$ cat config.mk
export PLATFORM = sky130hd
export DESIGN_NAME = div_seq
export DESIGN_NICKNAME = d
export VERILOG_FILES = /design/src/rtl/div_seq_pkg.sv /design/src/rtl/div_seq_step.sv /design/src/rtl/div_seq.sv
export SDC_FILE = /design/constraint.sdc
export NUM_CORES = 1
export LEC_CHECK = 0
export ABC_AREA = 1
export CAP_MARGIN = 20
export CORE_MARGIN = 1
export CORE_UTILIZATION = 51
export CTS_CLUSTER_SIZE = 12
export DETAILED_ROUTE_END_ITERATION = 6
export PLACE_DENSITY = 0.77
export SYNTH_ARGS = -nofsm -noshare
export SYNTH_HDL_FRONTEND = slang
export SYNTH_SLANG_ARGS = --single-unit
$ cat constraint.sdc
create_clock -name clk -period 2.3 [get_ports clk]
set_clock_uncertainty 0.2 [all_clocks]
set_input_delay 0.23 -clock clk [delete_from_list [all_inputs] [get_ports clk]]
set_output_delay 0.23 -clock clk [all_outputs]
set_load 0.02 [all_outputs]
$ cat src/rtl/div_seq_pkg.sv
// Shared definitions for the sequential divider: FSM state encoding,
// divide-by-zero quotient fill and the iteration-counter width helper.
package div_seq_pkg;

   typedef enum logic [1:0] {
      S_IDLE = 2'd0,
      S_CALC = 2'd1,
      S_FIX  = 2'd2,
      S_DONE = 2'd3
   } state_t;

   // Replicated across the full result width to form the all-ones quotient.
   localparam logic DIVZ_Q_FILL = 1'b1;

   function automatic int cnt_width(input int w);
      return (w <= 2) ? 1 : $clog2(w);
   endfunction

endpackage

$ cat src/rtl/div_seq_step.sv
// One restoring-division step: shift the next dividend bit into the partial
// remainder and subtract the divisor when it fits.
module div_seq_step #(
   parameter int WIDTH = 32
) (
   input  logic [WIDTH:0]   i_p,
   input  logic             i_msb,
   input  logic [WIDTH-1:0] i_divisor,
   output logic [WIDTH:0]   o_p_next,
   output logic             o_q_bit
);

   logic [WIDTH:0]   w_shift;
   logic [WIDTH+1:0] w_diff;
   // The restored remainder is always below the divisor, so its top bit is 0.
   logic             w_unused_ptop;

   assign w_unused_ptop = i_p[WIDTH];
   assign w_shift       = {i_p[WIDTH-1:0], i_msb};
   assign w_diff        = {1'b0, w_shift} - {2'b00, i_divisor};
   assign o_q_bit       = ~w_diff[WIDTH+1];
   assign o_p_next      = o_q_bit ? w_diff[WIDTH:0] : w_shift;

endmodule

$ cat src/rtl/div_seq.sv
// Multi-cycle restoring divider, one quotient bit per clock, valid/ready on
// both sides. Signed division is built only when DIV_SIGNED_EN is defined.
//
// state  | meaning
// IDLE   | waiting for operands, in_ready high
// CALC   | one restoring step per cycle, counter WIDTH-1 down to 0
// FIX    | signed sign correction of quotient and remainder
// DONE   | result held on outputs until out_ready
module div_seq
   import div_seq_pkg::*;
#(
   parameter int WIDTH = 32
) (
   input  logic             clk,
   input  logic             rst,
   input  logic             in_valid,
   output logic             in_ready,
   input  logic [WIDTH-1:0] in_dividend,
   input  logic [WIDTH-1:0] in_divisor,
   input  logic             in_signed,
   output logic             out_valid,
   input  logic             out_ready,
   output logic [WIDTH-1:0] out_quotient,
   output logic [WIDTH-1:0] out_remainder,
   output logic             out_div_zero,
   output logic             out_overflow
);

   localparam int            CW       = cnt_width(WIDTH);
   localparam logic [CW-1:0] CNT_LAST = CW'(WIDTH - 1);

   state_t           r_state;
   logic [CW-1:0]    r_cnt;
   logic [WIDTH:0]   r_p;
   logic [WIDTH-1:0] r_dvd;
   logic [WIDTH-1:0] r_dvs;
   logic [WIDTH-1:0] r_q;
   logic             r_valid;
   logic [WIDTH-1:0] r_quo;
   logic [WIDTH-1:0] r_rem;
   logic             r_dz;

   logic [WIDTH-1:0] w_a_mag;
   logic [WIDTH-1:0] w_b_mag;
   logic [WIDTH:0]   w_p_next;
   logic             w_q_bit;
   logic [WIDTH-1:0] w_q_next;

`ifdef DIV_SIGNED_EN
   localparam logic [WIDTH-1:0] MOST_NEG = {1'b1, {(WIDTH-1){1'b0}}};

   logic w_a_neg;
   logic w_b_neg;
   logic w_ovf;
   logic r_sgn_op;
   logic r_neg_q;
   logic r_neg_r;
   logic r_ovf_pend;
   logic r_ovf;

   assign w_a_neg      = in_signed & in_dividend[WIDTH-1];
   assign w_b_neg      = in_signed & in_divisor[WIDTH-1];
   assign w_a_mag      = w_a_neg ? (~in_dividend + 1'b1) : in_dividend;
   assign w_b_mag      = w_b_neg ? (~in_divisor + 1'b1) : in_divisor;
   assign w_ovf        = in_signed && (in_dividend == MOST_NEG) && (&in_divisor);
   assign out_overflow = r_ovf;
`else
   logic w_unused_signed;

   assign w_unused_signed = in_signed;
   assign w_a_mag         = in_dividend;
   assign w_b_mag         = in_divisor;
   assign out_overflow    = 1'b0;
`endif

   div_seq_step #(.WIDTH(WIDTH)) u_step (
      .i_p       (r_p),
      .i_msb     (r_dvd[WIDTH-1]),
      .i_divisor (r_dvs),
      .o_p_next  (w_p_next),
      .o_q_bit   (w_q_bit)
   );

   assign w_q_next = {r_q[WIDTH-2:0], w_q_bit};

   always_ff @(posedge clk) begin
      if (rst) begin
         r_state <= S_IDLE;
         r_cnt   <= '0;
         r_p     <= '0;
         r_dvd   <= '0;
         r_dvs   <= '0;
         r_q     <= '0;
         r_valid <= 1'b0;
         r_quo   <= '0;
         r_rem   <= '0;
         r_dz    <= 1'b0;
`ifdef DIV_SIGNED_EN
         r_sgn_op   <= 1'b0;
         r_neg_q    <= 1'b0;
         r_neg_r    <= 1'b0;
         r_ovf_pend <= 1'b0;
         r_ovf      <= 1'b0;
`endif
      end else begin
         case (r_state)
            S_IDLE: begin
               if (in_valid) begin
                  if (in_divisor == '0) begin
                     r_quo   <= {WIDTH{DIVZ_Q_FILL}};
                     r_rem   <= in_dividend;
                     r_dz    <= 1'b1;
                     r_valid <= 1'b1;
                     r_state <= S_DONE;
`ifdef DIV_SIGNED_EN
                     r_ovf   <= 1'b0;
`endif
                  end else begin
                     r_dvd   <= w_a_mag;
                     r_dvs   <= w_b_mag;
                     r_p     <= '0;
                     r_q     <= '0;
                     r_cnt   <= CNT_LAST;
                     r_state <= S_CALC;
`ifdef DIV_SIGNED_EN
                     r_sgn_op   <= in_signed;
                     r_neg_q    <= w_a_neg ^ w_b_neg;
                     r_neg_r    <= w_a_neg;
                     r_ovf_pend <= w_ovf;
`endif
                  end
               end
            end
            S_CALC: begin
               r_p   <= w_p_next;
               r_q   <= w_q_next;
               r_dvd <= {r_dvd[WIDTH-2:0], 1'b0};
               if (r_cnt == '0) begin
`ifdef DIV_SIGNED_EN
                  if (r_sgn_op) begin
                     r_state <= S_FIX;
                  end else begin
                     r_quo   <= w_q_next;
                     r_rem   <= w_p_next[WIDTH-1:0];
                     r_dz    <= 1'b0;
                     r_ovf   <= 1'b0;
                     r_valid <= 1'b1;
                     r_state <= S_DONE;
                  end
`else
                  r_quo   <= w_q_next;
                  r_rem   <= w_p_next[WIDTH-1:0];
                  r_dz    <= 1'b0;
                  r_valid <= 1'b1;
                  r_state <= S_DONE;
`endif
               end else begin
                  r_cnt <= r_cnt - 1'b1;
               end
            end
`ifdef DIV_SIGNED_EN
            S_FIX: begin
               r_quo   <= r_neg_q ? (~r_q + 1'b1) : r_q;
               r_rem   <= r_neg_r ? (~r_p[WIDTH-1:0] + 1'b1) : r_p[WIDTH-1:0];
               r_dz    <= 1'b0;
               r_ovf   <= r_ovf_pend;
               r_valid <= 1'b1;
               r_state <= S_DONE;
            end
`endif
            S_DONE: begin
               if (out_ready) begin
                  r_valid <= 1'b0;
                  r_state <= S_IDLE;
               end
            end
            default: r_state <= S_IDLE;
         endcase
      end
   end

   assign in_ready      = (r_state == S_IDLE) && !rst;
   assign out_valid     = r_valid;
   assign out_quotient  = r_quo;
   assign out_remainder = r_rem;
   assign out_div_zero  = r_dz;

endmodule
==> run metrics <==
status finished with violations; failing checks DRC, setup timing; R2R depth 17; worst-margin pin slew 0.751 ns; post-synthesis net count 1905; Fin Setup TNS -3.58 ns; initial core utilization 0.523; maximum clock path buffer count 2; Hold Path Class input port to flop; vias in the first global route 11400; Tmin final 2.44 ns; gr ovfl total 0; RSZ-0062 raised after global routing true; # Max-Cap Violations 0; Seq pwr share 0.255; internal power 9.62 mW; fin crit share 1.06; wirelength, routed 39.8 mm; yosys warns 0; clock power share 0.195; worst skew pair latency 0.46 ns; final core occ 0.769; worst-path fanout max 7; dpl ws -0.581 ns; fin nets 2183; met2 usage 0.521; Die Ht 149 µm; Post-route DRC 8; FF-to-FF End r_p[25]; Initial DRC Count 1210; DP HPWL 24.1 mm; CTS tree done; port bufs 134; Cells after Synth 1801; grt met1 use 0.387; largest net degree at the start of global routing 96; largest family of logic cells by synthesized area simple AND/OR/NAND/NOR gates; Pre-Repair DR Iteration Count 7; Root Driver clkbuf_16; Comb pwr share 0.551; Startpoint Class flop; PwrDens 1060 nW/µm²; Worst Path Arrival 2.64 ns; GR Layer Usage met3 0.0440; Avg Synthesized Cell Area 6.14 µm²; Max Clk Rate 409 MHz; I/O Pins 137; DR vias 12700; Max-slew headroom 0.500; r2r setup slk -0.14 ns; Row Count 53; Lkg Pwr 8.13 nW; first-pass GRT wire length 54.7 mm; number of synthesized register bits 200; Fin. Hold Viols 0; Psw 7.66 mW; Post-Synth XOR/XNOR Area 0.0127; Synth Area in Compound Gates 0.0977; CP Data Required Time 2.50 ns; WL/cell 16.8 µm; Most Used Layer, Global Route met2; total CTS buffers 17; Post-Synth Simple-Gate Area 0.365; hold path endpoint r_dvs[16]; Final Setup Violations 64; post-route ant nets 0; Syn Std Cell Area 11100 µm²; Synth Area in Adders 0.0403; CTS H-tree depth 4; crit path kind flop to flop; CORE AREA 21200 µm²; Netlist cell types 35; final hold slack 0.181 ns; Max VDD drop 0.701 mV; vias per inst 5.38; Slew Limit Fails 0; hold depth 3; Tot GR Track Use 0.309; sequential area share after synthesis 0.362; Die Area 22300 µm²; clk slew on worst S/H paths 0.09 ns; GPL Wtd Cong 0.992; clock tree sinks 200; multiplexer share of the synthesized area 0; initial antenna violation count 1; critical path endpoint category flop; worst min-delay path startpoint in_divisor[16]; reg-to-reg critical path startpoint r_p[9]; Final WS setup -0.143 ns; die width 149 µm; Net Sw Frac 0.443; Syn-to-layout area delta 47.1%; share of post-route cells with drive strength above 1 0.249
[cell families (layout without fill, tap and decap cells)]
| logic type | after synthesis | in the layout |
|---|---|---|
| simple gates | 996 | 996 |
| xor+xnor | 16 | 16 |
| buf+inv | 344 | 633 |
| flops | 200 | 200 |
| other cells | 1 | 2 |
| compound gates | 209 | 211 |
| fa+ha+maj | 35 | 35 |
[cell usage after synthesis (all sizes together)]
cell / n / area (µm²)
nor3b: 1 / 12.5
o21ai: 104 / 520
nand3: 99 / 500
clkinv: 2 / 7.51
xor2: 16 / 140
inv: 260 / 976
o31ai: 1 / 7.51
and2: 2 / 12.5
ha: 34 / 425
clkbuf: 51 / 191
dfxtp: 200 / 4000
conb: 1 / 3.75
fa: 1 / 20.0
nand3b: 2 / 15.0
o21a: 2 / 15.0
nand2: 553 / 2080
nor3: 8 / 40.0
nand4: 42 / 263
nor2: 282 / 1070
or2: 3 / 18.8
nor4: 4 / 25.0
a21o: 2 / 15.0
o21bai: 3 / 22.5
a21oi: 97 / 500
buf: 31 / 179
[timing repair]
item                                   in CTS  in global routing
buffers inserted                            9                 23
endpoints found under the hold margin       1                  0
cloned                                      1                 14
setup endpoints to repair                 152                154
hold buffers                                1                  0
pin swaps                                  26                 56
resized for setup                          83                256
[through the flow]
step,instance area (µm²),cells,power [mW]
final,16300,2368,17.3
after global routing,16300,2367,18.1
after CTS,14900,2333,15.3
after detailed placement,13800,2290,11.4
after global placement,13800,2290,11.3
after floorplan,11100,1801,8.50
[worst max-delay path, stage by stage (launching register included)]
cell	delay [ns]
dfxtp_1	0.37
ha_4	0.31
nand2_1	0.05
nand2_1	0.10
nand2_1	0.09
nand2_2	0.10
nand2_1	0.08
nand2_2	0.09
inv_2	0.05
nand2_4	0.06
nand2_4	0.07
a21oi_4	0.18
buf_6	0.17
buf_12	0.15
nand2_2	0.07
nand3_1	0.07
nand2_1	0.06
inv_1	0.11
[final cells by class]
| cell class | instances | area, µm² |
|---|---|---|
| timing repair buffer | 339 | 3330 |
| sequential | 200 | 4050 |
| clock inverter | 15 | 230 |
| multi-input combinational | 1259 | 6900 |
| tap | 275 | 344 |
| inverter | 262 | 983 |
| clock buffer | 17 | 425 |
| antenna | 1 | 2.50 |
| fill | 1502 | 4880 |
[per-layer routing]
metal,wire length (µm),share of wire
met5,0,0
met4,1950,0.049
met3,3100,0.078
met2,18800,0.47
met1,16000,0.40
[how the worst max path moves through the flow]
stage / startpoint / to / slack [ns] / cells past startpoint
4_1_cts: r_cnt[1] / out_remainder[9] / -0.003 / 12
3_5_place_dp: in_divisor[11] / out_quotient[11] / -0.58 / 10
6_report: r_p[9] / r_p[25] / -0.14 / 17
2_1_floorplan: r_dvs[8] / out_quotient[0] / 0.11 / 15
5_1_grt: r_dvs[12] / r_p[25] / -0.20 / 18
3_3_place_gp: in_divisor[11] / out_remainder[11] / -0.56 / 10
[layout by cell type (no fill, tap or decap), types with 5 or more instances in the layout]
master and n:
a21oi_1 80, buf_4 167, nand2_4 23, o21ai_0 98
clkbuf_16 28, xor2_1 15, nand4_1 42, a21oi_4 5
nand3_2 35, dfxtp_1 162, clkdlybuf4s50_1 132, inv_1 234
ha_1 5, a21oi_2 12, buf_6 10, nand2_1 470
nand3_1 61, buf_12 16, inv_2 28, ha_4 28
inv_12 5, o21ai_1 6, dfxtp_2 38, nor2_4 10
nor2_2 24, nor2_1 248, nand2_2 60
[power groups by stage]
stage                     Sequential, mW  Combinational [mW]  Clock, mW
after floorplan                     4.55                3.95          0
after global placement              4.37                6.94          0
after detailed placement            4.37                7.03          0
after CTS                           4.33                7.61       3.35
after global routing                4.45                10.2       3.49
final                               4.40                9.51       3.36
[flip-flops by register name, indices dropped and copies added (netlist names)]
| signal | count |
|---|---|
| r_dvs | 32 |
| out_quotient | 32 |
| r_q | 31 |
| r_dvd | 32 |
| r_cnt | 5 |
| out_valid | 1 |
| out_div_zero | 1 |
| out_remainder | 32 |
| r_p | 32 |
| r_state | 2 |
Power figures use the tool's default switching activity.
